File: config.mk
export PLATFORM = sky130hd
export DESIGN_NAME = sync_fifo
export DESIGN_NICKNAME = d
export VERILOG_FILES = /design/src/rtl/sync_fifo.sv
export SDC_FILE = /design/constraint.sdc
export NUM_CORES = 1
export LEC_CHECK = 0
export BUFFER_PORTS_ARGS = -buffer_cell sky130_fd_sc_hd__buf_2
export CORE_UTILIZATION = 61
export DETAILED_ROUTE_END_ITERATION = 16
export PLACE_DENSITY = 0.87
export SLEW_MARGIN = 20
export SYNTH_ARGS = -nofsm -noshare
export SYNTH_HDL_FRONTEND = slang
export SYNTH_SLANG_ARGS = --single-unit
File: constraint.sdc
create_clock -name clk_i -period 12.7 [get_ports clk_i]
set_clock_uncertainty 0.05 [all_clocks]
set_input_delay 2.54 -clock clk_i [delete_from_list [all_inputs] [get_ports clk_i]]
set_output_delay 2.54 -clock clk_i [all_outputs]
set_load 0.005 [all_outputs]
File: src/rtl/sync_fifo.sv
// Synchronous FIFO with occupancy count, full/empty/threshold flags and a
// combinational head output. Reset is asynchronous and clears the storage too.
module sync_fifo #(
  parameter int DATA_WIDTH = 32,
  parameter int DEPTH      = 8,
  parameter int THRESHOLD  = 1
) (
  input  logic                  clk_i,
  input  logic                  rst_i,
  input  logic                  testmode_i,
  input  logic                  flush_i,
  input  logic                  push_i,
  input  logic [DATA_WIDTH-1:0] data_i,
  input  logic                  pop_i,
  output logic [DATA_WIDTH-1:0] data_o,
  output logic                  full_o,
  output logic                  empty_o,
  output logic                  threshold_o
);

  localparam int PTR_W = (DEPTH > 1) ? $clog2(DEPTH) : 1;
  localparam int CNT_W = $clog2(DEPTH) + 1;

  generate
    if ((DEPTH < 1) || ((DEPTH & (DEPTH - 1)) != 0)) begin : g_bad_depth
      $error("sync_fifo: DEPTH must be a power of two >= 1");
    end
    if ((THRESHOLD < 1) || (THRESHOLD > DEPTH)) begin : g_bad_threshold
      $error("sync_fifo: THRESHOLD must lie in 1..DEPTH");
    end
  endgenerate

  logic [DATA_WIDTH-1:0] mem_reg [DEPTH];
  logic [PTR_W-1:0]      wr_ptr_reg;
  logic [PTR_W-1:0]      rd_ptr_reg;
  logic [CNT_W-1:0]      count_reg;
  logic [PTR_W-1:0]      wr_ptr_next;
  logic [PTR_W-1:0]      rd_ptr_next;
  logic                  push_eff;
  logic                  pop_eff;
  logic                  unused_testmode;

  // Test-mode is carried on the port for DFT integration only.
  assign unused_testmode = testmode_i;

  assign push_eff = push_i & ~full_o;
  assign pop_eff  = pop_i & ~empty_o;

  // Explicit wrap keeps DEPTH=1 pinned at entry 0.
  assign wr_ptr_next = (wr_ptr_reg == PTR_W'(DEPTH - 1)) ? '0 : wr_ptr_reg + PTR_W'(1);
  assign rd_ptr_next = (rd_ptr_reg == PTR_W'(DEPTH - 1)) ? '0 : rd_ptr_reg + PTR_W'(1);

  always_ff @(posedge clk_i or posedge rst_i) begin
    if (rst_i) begin
      wr_ptr_reg <= '0;
      rd_ptr_reg <= '0;
      count_reg  <= '0;
      for (int i = 0; i < DEPTH; i++) begin
        mem_reg[i] <= '0;
      end
    end else if (flush_i) begin
      wr_ptr_reg <= '0;
      rd_ptr_reg <= '0;
      count_reg  <= '0;
    end else begin
      if (push_eff) begin
        mem_reg[wr_ptr_reg] <= data_i;
        wr_ptr_reg          <= wr_ptr_next;
      end
      if (pop_eff) begin
        rd_ptr_reg <= rd_ptr_next;
      end
      case ({push_eff, pop_eff})
        2'b10:   count_reg <= count_reg + CNT_W'(1);
        2'b01:   count_reg <= count_reg - CNT_W'(1);
        default: count_reg <= count_reg;
      endcase
    end
  end

  assign data_o      = mem_reg[rd_ptr_reg];
  assign full_o      = (count_reg == CNT_W'(DEPTH));
  assign empty_o     = (count_reg == '0);
  assign threshold_o = (count_reg >= CNT_W'(THRESHOLD));

endmodule

; Word level (Yosys, flattened, before mapping)
; Cells that the tools add are included.
[totals]
ff_bits = 266
inputBits = 38
out_inout_bits = 35
elab_cells = 51
[op_classes]
addsub = 4
n_lt_le_gt_ge = 4
eq_ne = 5
mux = 14
bitwise = 7
reduce_logical = 6
[ops]
columns = cell, n
row1 = bitwise mux 256 bit, 1
row2 = binary-select mux 32 bit (select 3 bit), 1
row3 = demux 32 bit (select 3 bit), 1
row4 = 2-to-1 mux 32 bit, 3
row5 = 2-to-1 mux 3 bit, 6
row6 = "greater-or-equal comparator 4 bit, second input constant", 2
row7 = inverter 3 -> 4 bit, 2
row8 = one-hot mux 4 bit (2 select lines), 1
row9 = "adder 3 x 1 -> 3 bit, second input constant", 2
row10 = "== test 3 bit, second input constant", 2
row11 = "adder 4 x 1 -> 4 bit, second input constant", 1
row12 = "== test 4 bit, second input constant", 1
row13 = "greater-or-equal comparator 4 x 1 -> 1 bit, second input constant", 1
row14 = logical NOT 4 bit, 1
row15 = "< comparator 4 x 1 -> 1 bit, second input constant", 1
row16 = 2-to-1 mux 4 bit, 1
row17 = nonzero test 2 bit, 2
row18 = "subtractor 4 x 1 -> 4 bit, second input constant", 1
row19 = inverter 1 bit, 3
row20 = nonzero test 3 bit, 1
row21 = AND 1 bit, 2
row22 = "== test 2 x 1 -> 1 bit, second input constant", 1
row23 = "== test 2 bit, second input constant", 1
row24 = AND reduction 2 bit, 1
row25 = logical AND 1 bit, 1

; Logic depth before layout (Yosys ltp)
; Gate-level depths: netlist of run 1.
[depth]
word_depth = 6
ltp_mapped = 8
depth_no_buf = 6

; Worst setup path before layout of run 1
; Ideal clock, no wire load.
[synth_path]
path_kind = register to output
from = register rd_ptr_reg[1]
to = output data_o[26]
arrival_ns = 1.659
required_ns = 10.110
setup_slack_ns = 8.451
stages_incl_launch_ff = 6
n_path_buf = 3
path_cell_list = dfrtp_1 buf_2 buf_2 buf_2 mux4_2 mux2_2
[synth_between]
elab_chain_len = 4
[synth_lines]
columns = item, line_no
row1 = start: declaration, 35  ; logic [PTR_W-1:0] rd_ptr_reg;
row2 = start signal: assignment, 71  ; rd_ptr_reg <= rd_ptr_next;
row3 = inverter 3 -> 4 bit (not written as such), 81  ; assign data_o = mem_reg[rd_ptr_reg];
row4 = binary-select mux 32 bit (select 3 bit), 81
row5 = 2-to-1 mux 32 bit (not written as such) (2 in series), 81
row6 = end: declaration, 15  ; output logic [DATA_WIDTH-1:0] data_o,
; No other way between the ends. The select of a mux whose other input is x is not followed.

; Worst setup path after layout of run 1
[layout_path]
from = register rd_ptr_reg[0]
to = output data_o[18]
; Same word-level chain as after synthesis.

==> flow_summary_export.csv, run 1 <==
group,metric,value,unit
yosys,synth_cell_type_count,44,
timing,worstMarginPinSlew,1.12,ns
die,coreArea,20300,sq um
global_routing,grt_usage,0.248,
clock_tree,cts_tree,"done",
detailed_routing,drtIter0Drc,388,
worst_hold_path,hold_path.class,"reg -> reg",
run,drv_cap,0,
timing,slew_headroom,0.250,
placement,hpwl,14.4,mm
power_and_ir_drop,vdd_drop_max,0.151,mV
global_routing,gr-total-overflow,0,
setup_path,critPathCaptureType,"output port",
global_routing,antenna_found_initial,3,
placement,gp_congestion,0.754,
yosys,yosys_warnings,0,
power_and_ir_drop,power.switching,741,uW
timing,min_period,5.64,ns
detailed_routing,wl,25.4,mm
clock_tree,cts_made_buffers,27,
global_routing,grt_first_pass_wirelength,41.6,mm
yosys,ys_async_sr_fraction,1.00,
die,num_rows,52,
clock_tree,cts-root-buf,"clkbuf_16",
setup_path,worstSetupStartpointType,"flop",
power_and_ir_drop,power_density,194,nW/um^2
yosys,synth_cells,741,
detailed_routing,vias_per_cell,6.25,
timing,worst_slack,7.06,ns
clock_tree,cts-resized-gates,0,
setup_path,rr_worst_depth,6,
setup_path,worstSetupPathType,"reg -> out",
cells_and_area,area_growth,9.64,%
worst_hold_path,hold_path_end,"mem_reg[198]",
die,die_y,146,um
detailed_routing,dr.pass1.iters,4,
worst_hold_path,hold_depth,1,
placement,portBuffers,71,
global_routing,first_global_vias,7571,
detailed_routing,vias,6790,
clock_tree,clkLatencyLatePin,0.52,ns
setup_path,worstPathMaxFanout,46,
clock_tree,path_clk_slew,0.06,ns
power_and_ir_drop,intPower,1950,uW
die,die_area,21400,sq um
yosys,netlist_area,12700,sq um
power_and_ir_drop,power_frac_comb,0.272,
setup_path,regToRegStartpoint,"count_reg[0]",
setup_path,required,10.11,ns
outcome,status,"finished clean",
detailed_routing,routedWlPerCell,23.4,um
timing,fmax,0.177,GHz
worst_hold_path,hold_start,"mem_reg[198]",
detailed_routing,ant_nets,0,
timing,tns,0,ns
timing,rsz0062_at_grt,"no",
yosys,syn-num-nets,787,
yosys,synth_commonest_cells,"dfrtp_1 (266), mux2_2 (179), mux2_4 (100)",
power_and_ir_drop,switching_share,0.275,
timing,finalCritPeriodShare,0.444,
yosys,synth.area.top_cells,"dfrtp_1 (52%), mux2_2 (16%), mux2_4 (12%)",
die,start_util,0.625,
clock_tree,cts.sinks,266,
setup_path,r2r_setup_slack,9.70,ns
yosys,synth_top_area_share,0.525,
yosys,syn_area_per_cell,17.1,sq um
global_routing,grt_max_degree,180,
cells_and_area,layout-drive-gt1-share,0.584,
yosys,synth_seq_cells,266,
yosys,synth_top_flop_cell,"dfrtp_1",
timing,drv_slew,0,
detailed_routing,drc_errors,0,
setup_path,rr_endpoint,"mem_reg[172]",
die,die_w,146,um
setup_path,worst_ep_arrival_time,3.05,ns
timing,hold_violations,0,
yosys,synth_top_area_cell,"dfrtp_1",
clock_tree,cts_setup_buffers,0,
power_and_ir_drop,p_clk_frac,0.285,
clock_tree,h-tree-depth,1,
clock_tree,cts_buffer_depth,3,
cells_and_area,layout.nets,841,
power_and_ir_drop,p_leak,0.00682,uW
cells_and_area,largest_reg_flops,256,
die,io_pins,73,
yosys,synth-seq-area-share,0.525,
yosys,synthMostInstantiatedCell,"dfrtp_1",
power_and_ir_drop,seqPwrFrac,0.443,
placement,pre_cts_ws,7.54,ns
clock_tree,postCtsHoldBufs,0,
timing,setup_viol,0,
yosys,synth_edf_count,0,
==> placed cells by master, fill, tap and decap left out, types with 2 or more instances in the layout <==
master     instances
ha_1               8
or3_1              2
clkbuf_16         27
clkinv_2           5
buf_2             71
nand4b_4           2
dfrtp_1          263
mux2_2           179
clkbuf_8          10
mux2_1            10
mux2_4           100
nor2_1             4
nor2b_1            2
diode_2            3
a211oi_1           2
dfrtp_4            2
xor2_1             2
mux4_2            64
buf_4              2
a21oi_1            9
nand3b_4           2
inv_1              3
nand2_1           13
clkbuf_1           5
==> power by group through the flow <==
stage,registers (uW),clock network [uW],logic [uW]
after global placement,1180,0,702
final,1200,768,733
after global routing,1220,816,793
after CTS,1190,779,744
after floorplan,1120,0,588
after detailed placement,1210,0,736
==> worst max-delay path, cell delays in order, from the launching register on <==
cell     delay [ns]
dfrtp_4        0.71
buf_4          0.74
mux4_2         0.59
mux2_2         0.30
buf_2          0.13
==> per-layer routing <==
metal | global-route usage | wire (um) | vias up
li1 | - | - | 2881
met1 | 0.341 | 10800 | 3692
met4 | 0.0714 | 588 | 0
met2 | 0.413 | 12900 | 165
met3 | 0.0400 | 1120 | 52
met5 | 0 | 0 | -
==> kinds of logic after synthesis <==
kind of cell	count (synthesis)	share of synthesized area
xor gates and xnor gates	2	0.00138
buffers and inverters	53	0.0319
DFF	266	0.525
muxes	353	0.400
and+or+nand+nor	41	0.0255
AOI/OAI and AO/OA	18	0.00897
adders and majority gates	8	0.00789
==> worst max-delay path by stage <==
stage | startpoint | endpoint | slack (ns)
after floorplan | rst_i | count_reg[0] | 2.78
after global placement | rd_ptr_reg[0] | data_o[18] | 7.55
after detailed placement | rd_ptr_reg[0] | data_o[18] | 7.54
after CTS | rd_ptr_reg[0] | data_o[18] | 6.99
after global routing | rd_ptr_reg[0] | data_o[7] | 6.89
final | rd_ptr_reg[0] | data_o[18] | 7.06
==> layout make-up <==
cell class                      count  area, sq um
Clock buffer                       42          832
Fill cell                        1330         6390
Tap cell                          270          338
Inverter                            4         27.5
Antenna cell                        3         7.51
Timing Repair Buffer               74          382
Sequential cell                   266         6670
Multi-Input combinational cell    422         5630
Clock inverter                      6         33.8
==> metrics by stage <==
| step | std cells | utilization | total power (uW) | cell area (sq um) | hold WS [ns] |
|---|---|---|---|---|---|
| after floorplan | 741 | - | 1710 | 12700 | 0.409 |
| after global placement | 1036 | 0.642 | 1880 | 13000 | 0.419 |
| after detailed placement | 1036 | 0.642 | 1940 | 13000 | 0.431 |
| after CTS | 1084 | 0.685 | 2720 | 13900 | 0.445 |
| after global routing | 1086 | 0.685 | 2830 | 13900 | 0.457 |
| final | 1087 | 0.685 | 2700 | 13900 | 0.445 |
No activity file was read; power rests on OpenSTA's default activity.
==> run 2, diff against run 1 <==
==> constraint.sdc (replaced) <==
create_clock -name clk_i -period 5.2 [get_ports clk_i]
set_clock_uncertainty 0.05 [all_clocks]
set_input_delay 1.04 -clock clk_i [delete_from_list [all_inputs] [get_ports clk_i]]
set_output_delay 1.04 -clock clk_i [all_outputs]
set_load 0.005 [all_outputs]
==> flow_summary_export.csv, run 2 (synthesis results as in run 1) <==
group,metric,value,unit
cells_and_area,layout-drive-gt1-share,0.585,
cells_and_area,largest_reg_flops,256,
die,coreArea,20300,sq um
cells_and_area,layout.nets,843,
detailed_routing,dr.pass1.iters,4,
worst_hold_path,hold_depth,1,
die,start_util,0.625,
detailed_routing,drtIter0Drc,273,
setup_path,regToRegStartpoint,"count_reg[0]",
die,die_w,146,um
clock_tree,path_clk_slew,0.06,ns
clock_tree,cts_made_buffers,27,
timing,finalCritPeriodShare,0.777,
cells_and_area,final_cell_mix,"dfrtp_1 (263), mux2_2 (179), mux2_4 (100)",
setup_path,required,4.11,ns
outcome,status,"finished clean",
global_routing,grt_usage,0.250,
global_routing,grt_first_pass_wirelength,41.9,mm
setup_path,worstSetupStartpointType,"flop",
placement,gp_congestion,0.815,
timing,drv_slew,0,
worst_hold_path,hold_start,"mem_reg[192]",
clock_tree,cts.sinks,266,
detailed_routing,ant_nets,0,
setup_path,worstPathMaxFanout,49,
setup_path,worst_ep_arrival_time,2.95,ns
cells_and_area,final_common_cell,"dfrtp_1",
timing,min_period,4.04,ns
timing,tns,0,ns
setup_path,crit_buf_inv,2,
clock_tree,cts-resized-gates,0,
clock_tree,clkLatencyLatePin,0.52,ns
setup_path,rr_endpoint,"mem_reg[179]",
global_routing,grt_max_degree,161,
timing,slew_headroom,0.286,
setup_path,r2r_setup_slack,2.21,ns
power_and_ir_drop,p_leak,0.00682,uW
timing,setup_viol,0,
setup_path,crit_slowest_cell,"dfrtp_4",
setup_path,critPathTopFamily,"flip-flops",
setup_path,worstSetupPathType,"reg -> out",
detailed_routing,routedWlPerCell,23.3,um
setup_path,critPathCaptureType,"output port",
clock_tree,cts_tree,"done",
clock_tree,cts_buffer_depth,3,
timing,worstMarginPinSlew,1.07,ns
global_routing,first_global_vias,7496,
timing,hold-worst-slack,0.442,ns
worst_hold_path,hold_path.class,"reg -> reg",
global_routing,antenna_found_initial,1,
clock_tree,cts_setup_buffers,0,
detailed_routing,drc_errors,0,
timing,hold_violations,0,
detailed_routing,wl,25.3,mm
timing,fmax,0.248,GHz
cells_and_area,area_growth,9.82,%
power_and_ir_drop,vdd_drop_max,0.331,mV
clock_tree,cts-root-buf,"clkbuf_16",
run,drv_cap,0,
placement,hpwl,14.4,mm
setup_path,crit_chain,"buf_4 -> mux4_2 -> mux2_2 -> buf_2",
power_and_ir_drop,power,6570,uW
clock_tree,h-tree-depth,1,
die,io_pins,73,
placement,portBuffers,71,
cells_and_area,fill_cells,1306,
die,die_area,21400,sq um
setup_path,rr_worst_depth,6,
cells_and_area,finalCoreUtilization,0.686,
cells_and_area,insertedDiodeCount,0,
power_and_ir_drop,power_density,471,nW/um^2
worst_hold_path,hold_path_end,"mem_reg[192]",
detailed_routing,vias,6672,
detailed_routing,vias_per_cell,6.14,
setup_path,cpPeakStageDelay,0.97,ns
global_routing,gr-total-overflow,0,
clock_tree,postCtsHoldBufs,0,
die,num_rows,52,
die,die_y,146,um
timing,rsz0062_at_grt,"no",
run 2: stage by stage:
| stage | worst slack (ns) | instance area, sq um | instances |
|---|---|---|---|
| CTS | 1.15 | 13900 | 1086 |
| detailed placement | 1.71 | 13100 | 1038 |
| global route | 1.07 | 13900 | 1086 |
| floorplan | 0.599 | 12700 | 741 |
| finish | 1.16 | 13900 | 1086 |
| global placement | 1.73 | 13100 | 1038 |
run 2: area by class of cell:
class | instances | area (sq um) | area share
sequential | 266 | 6670 | 0.478
multi-input combinational | 422 | 5630 | 0.404
clock buffer | 41 | 818 | 0.0587
timing repair buffer | 76 | 430 | 0.0309
tap | 270 | 338 | 0.0242
clock inverter | 7 | 37.5 | 0.00269
inverter | 4 | 18.8 | 0.00135
run 2: per-layer routing:
metal	GRT usage	share of wire	vias to the layer above
li1	-	-	2885
met1	0.341	0.43	3610
met2	0.428	0.52	135
met3	0.0353	0.032	40
met4	0.0578	0.018	2
met5	0	0.00051	-
run 2: power breakdown:
group | internal (uW) | total, uW | switching [uW]
logic | 1140 | 1790 | 657
clock network | 1080 | 1850 | 773
registers | 2550 | 2920 | 371
run 2: how the worst max path moves through the flow:
stage,cells after the start,startpoint,end
6_report,4,rd_ptr_reg[1],data_o[9]
2_1_floorplan,1,rst_i,count_reg[0]
5_1_grt,4,rd_ptr_reg[1],data_o[9]
3_5_place_dp,4,rd_ptr_reg[1],data_o[9]
3_3_place_gp,4,rd_ptr_reg[1],data_o[6]
4_1_cts,4,rd_ptr_reg[1],data_o[9]
run 2: worst reg2reg max path: cells and delay by family (launching register included):
kind,cells,cell delay (ns)
adders and majority gates,1,0.23
and+or+nand+nor,3,1.44
buffers and inverters,1,0.09
DFF,1,0.45
muxes,1,0.61
==> run 3, diff against run 2 <==
==> constraint.sdc (replaced) <==
create_clock -name clk_i -period 3.75 [get_ports clk_i]
set_clock_uncertainty 0.05 [all_clocks]
set_input_delay 0.75 -clock clk_i [delete_from_list [all_inputs] [get_ports clk_i]]
set_output_delay 0.75 -clock clk_i [all_outputs]
set_load 0.005 [all_outputs]
==> flow_summary_export.csv, run 3 (synthesis results as in run 1) <==
group,metric,value,unit
cells_and_area,multi_input_area,5630,sq um
die,io_pins,73,
clock_tree,path_clk_slew,0.06,ns
detailed_routing,drtIter0Drc,310,
timing,finalCritPeriodShare,0.938,
setup_path,worstPathMaxFanout,35,
power_and_ir_drop,vdd_drop_max,0.467,mV
cells_and_area,layout-drive-gt1-share,0.595,
setup_path,critPathCaptureType,"output port",
global_routing,gr-total-overflow,0,
die,start_util,0.625,
detailed_routing,routedWlPerCell,24.1,um
die,die_w,146,um
clock_tree,cts_buffer_depth,3,
timing,setup_viol,0,
placement,pre_cts_ws,0.740,ns
cells_and_area,final_common_cell,"dfrtp_1",
cells_and_area,layout.nets,858,
timing,drv_slew,0,
global_routing,first_global_vias,7740,
cells_and_area,area_growth,11.4,%
detailed_routing,vias,6792,
detailed_routing,drc_errors,0,
clock_tree,cts-resized-gates,0,
detailed_routing,wl,26.6,mm
global_routing,grt_usage,0.260,
die,num_rows,52,
detailed_routing,vias_per_cell,6.16,
die,die_y,146,um
run,drv_cap,0,
timing,min_period,3.52,ns
clock_tree,cts_tree,"done",
cells_and_area,fill_cells,1345,
outcome,status,"finished clean",
worst_hold_path,hold_path.class,"in -> async",
clock_tree,clkLatencyLatePin,0.52,ns
die,die_area,21400,sq um
timing,tns,0,ns
setup_path,cp-startpoint,"rd_ptr_reg[0]",
global_routing,antenna_found_initial,0,
cells_and_area,seq_area,6670,sq um
placement,gp_congestion,0.836,
clock_tree,cts_setup_buffers,0,
global_routing,grt_first_pass_wirelength,43.2,mm
power_and_ir_drop,p_leak,0.00694,uW
placement,portBuffers,71,
placement,hpwl,15.9,mm
timing,fmax,0.284,GHz
global_routing,grt_max_degree,57,
clock_tree,cts.sinks,266,
cells_and_area,final_cell_mix,"dfrtp_1 (263), mux2_2 (179), mux2_4 (100)",
clock_tree,cts_made_buffers,27,
timing,hold_violations,0,
clock_tree,cts-root-buf,"clkbuf_16",
setup_path,required,2.95,ns
setup_path,worstSetupPathType,"reg -> out",
die,coreArea,20300,sq um
cells_and_area,largest_reg_flops,256,
clock_tree,postCtsHoldBufs,0,
setup_path,worst_ep_arrival_time,2.72,ns
timing,slew_headroom,0.248,
cells_and_area,insertedDiodeCount,0,
detailed_routing,dr.pass1.iters,4,
power_and_ir_drop,power_density,663,nW/um^2
timing,worst_slack,0.234,ns
setup_path,worstSetupStartpointType,"flop",
timing,rsz0062_at_grt,"no",
detailed_routing,ant_nets,0,
clock_tree,h-tree-depth,1,
setup_path,regToRegStartpoint,"count_reg[1]",
timing,worstMarginPinSlew,1.13,ns
-- run 3: cell types whose count changed in the layout (fill, tap and decap cells not counted) --
cell	delta
buf_4	+13
bufinv_16	+3
buf_12	+2
clkbuf_1	-2
clkbuf_8	-2
clkinv_2	+2
-- run 3: stage by stage --
step	cells	hold slack [ns]	cell area (sq um)	power [uW]	util
3_5_place_dp	1052	0.430	13200	6650	0.650
5_1_grt	1102	0.235	14100	9790	0.696
3_3_place_gp	1052	0.419	13200	6420	0.650
2_1_floorplan	741	0.409	12700	5800	-
4_1_cts	1101	0.444	14100	9440	0.695
6_report	1102	0.215	14100	9370	0.696
-- run 3: layout make-up --
cell class	count	area share
Clock buffer	37	0.0554
Clock inverter	12	0.00974
Inverter	4	0.00133
Multi-Input combinational cell	422	0.398
Sequential cell	266	0.471
Tap cell	270	0.0239
Timing Repair Buffer	91	0.0402
-- run 3: worst paths after layout --
path / cells after the start / slack [ns] / endpoint
hold / removal: 2 / 0.22 / mem_reg[71]
max in group asynchronous: 4 / 2.50 / mem_reg[147]
setup reg to reg: 7 / 0.99 / mem_reg[105]
setup / recovery: 4 / 0.23 / data_o[26]
hold reg to reg: 1 / 0.44 / mem_reg[192]
min in group clk_i: 1 / 0.44 / mem_reg[192]
-- run 3: critical path, cell delays in order (launching register included) --
cell     delay [ns]
dfrtp_4        0.87
buf_4          0.35
mux4_2         0.55
mux2_2         0.29
buf_2          0.13
-- run 3: power breakdown --
group	switching, uW	internal [uW]
clock	1100	1660
sequential	537	3540
combinational	939	1590
total	2570	6800
-- run 3: per-layer routing --
layer	part of all wire	vias to the layer above	wire length (um)	GRT usage
li1	-	2919	-	-
met1	0.42	3669	11300	0.353
met2	0.52	151	13700	0.443
met3	0.037	53	973	0.0381
met4	0.022	0	571	0.0682
met5	0	-	0	0
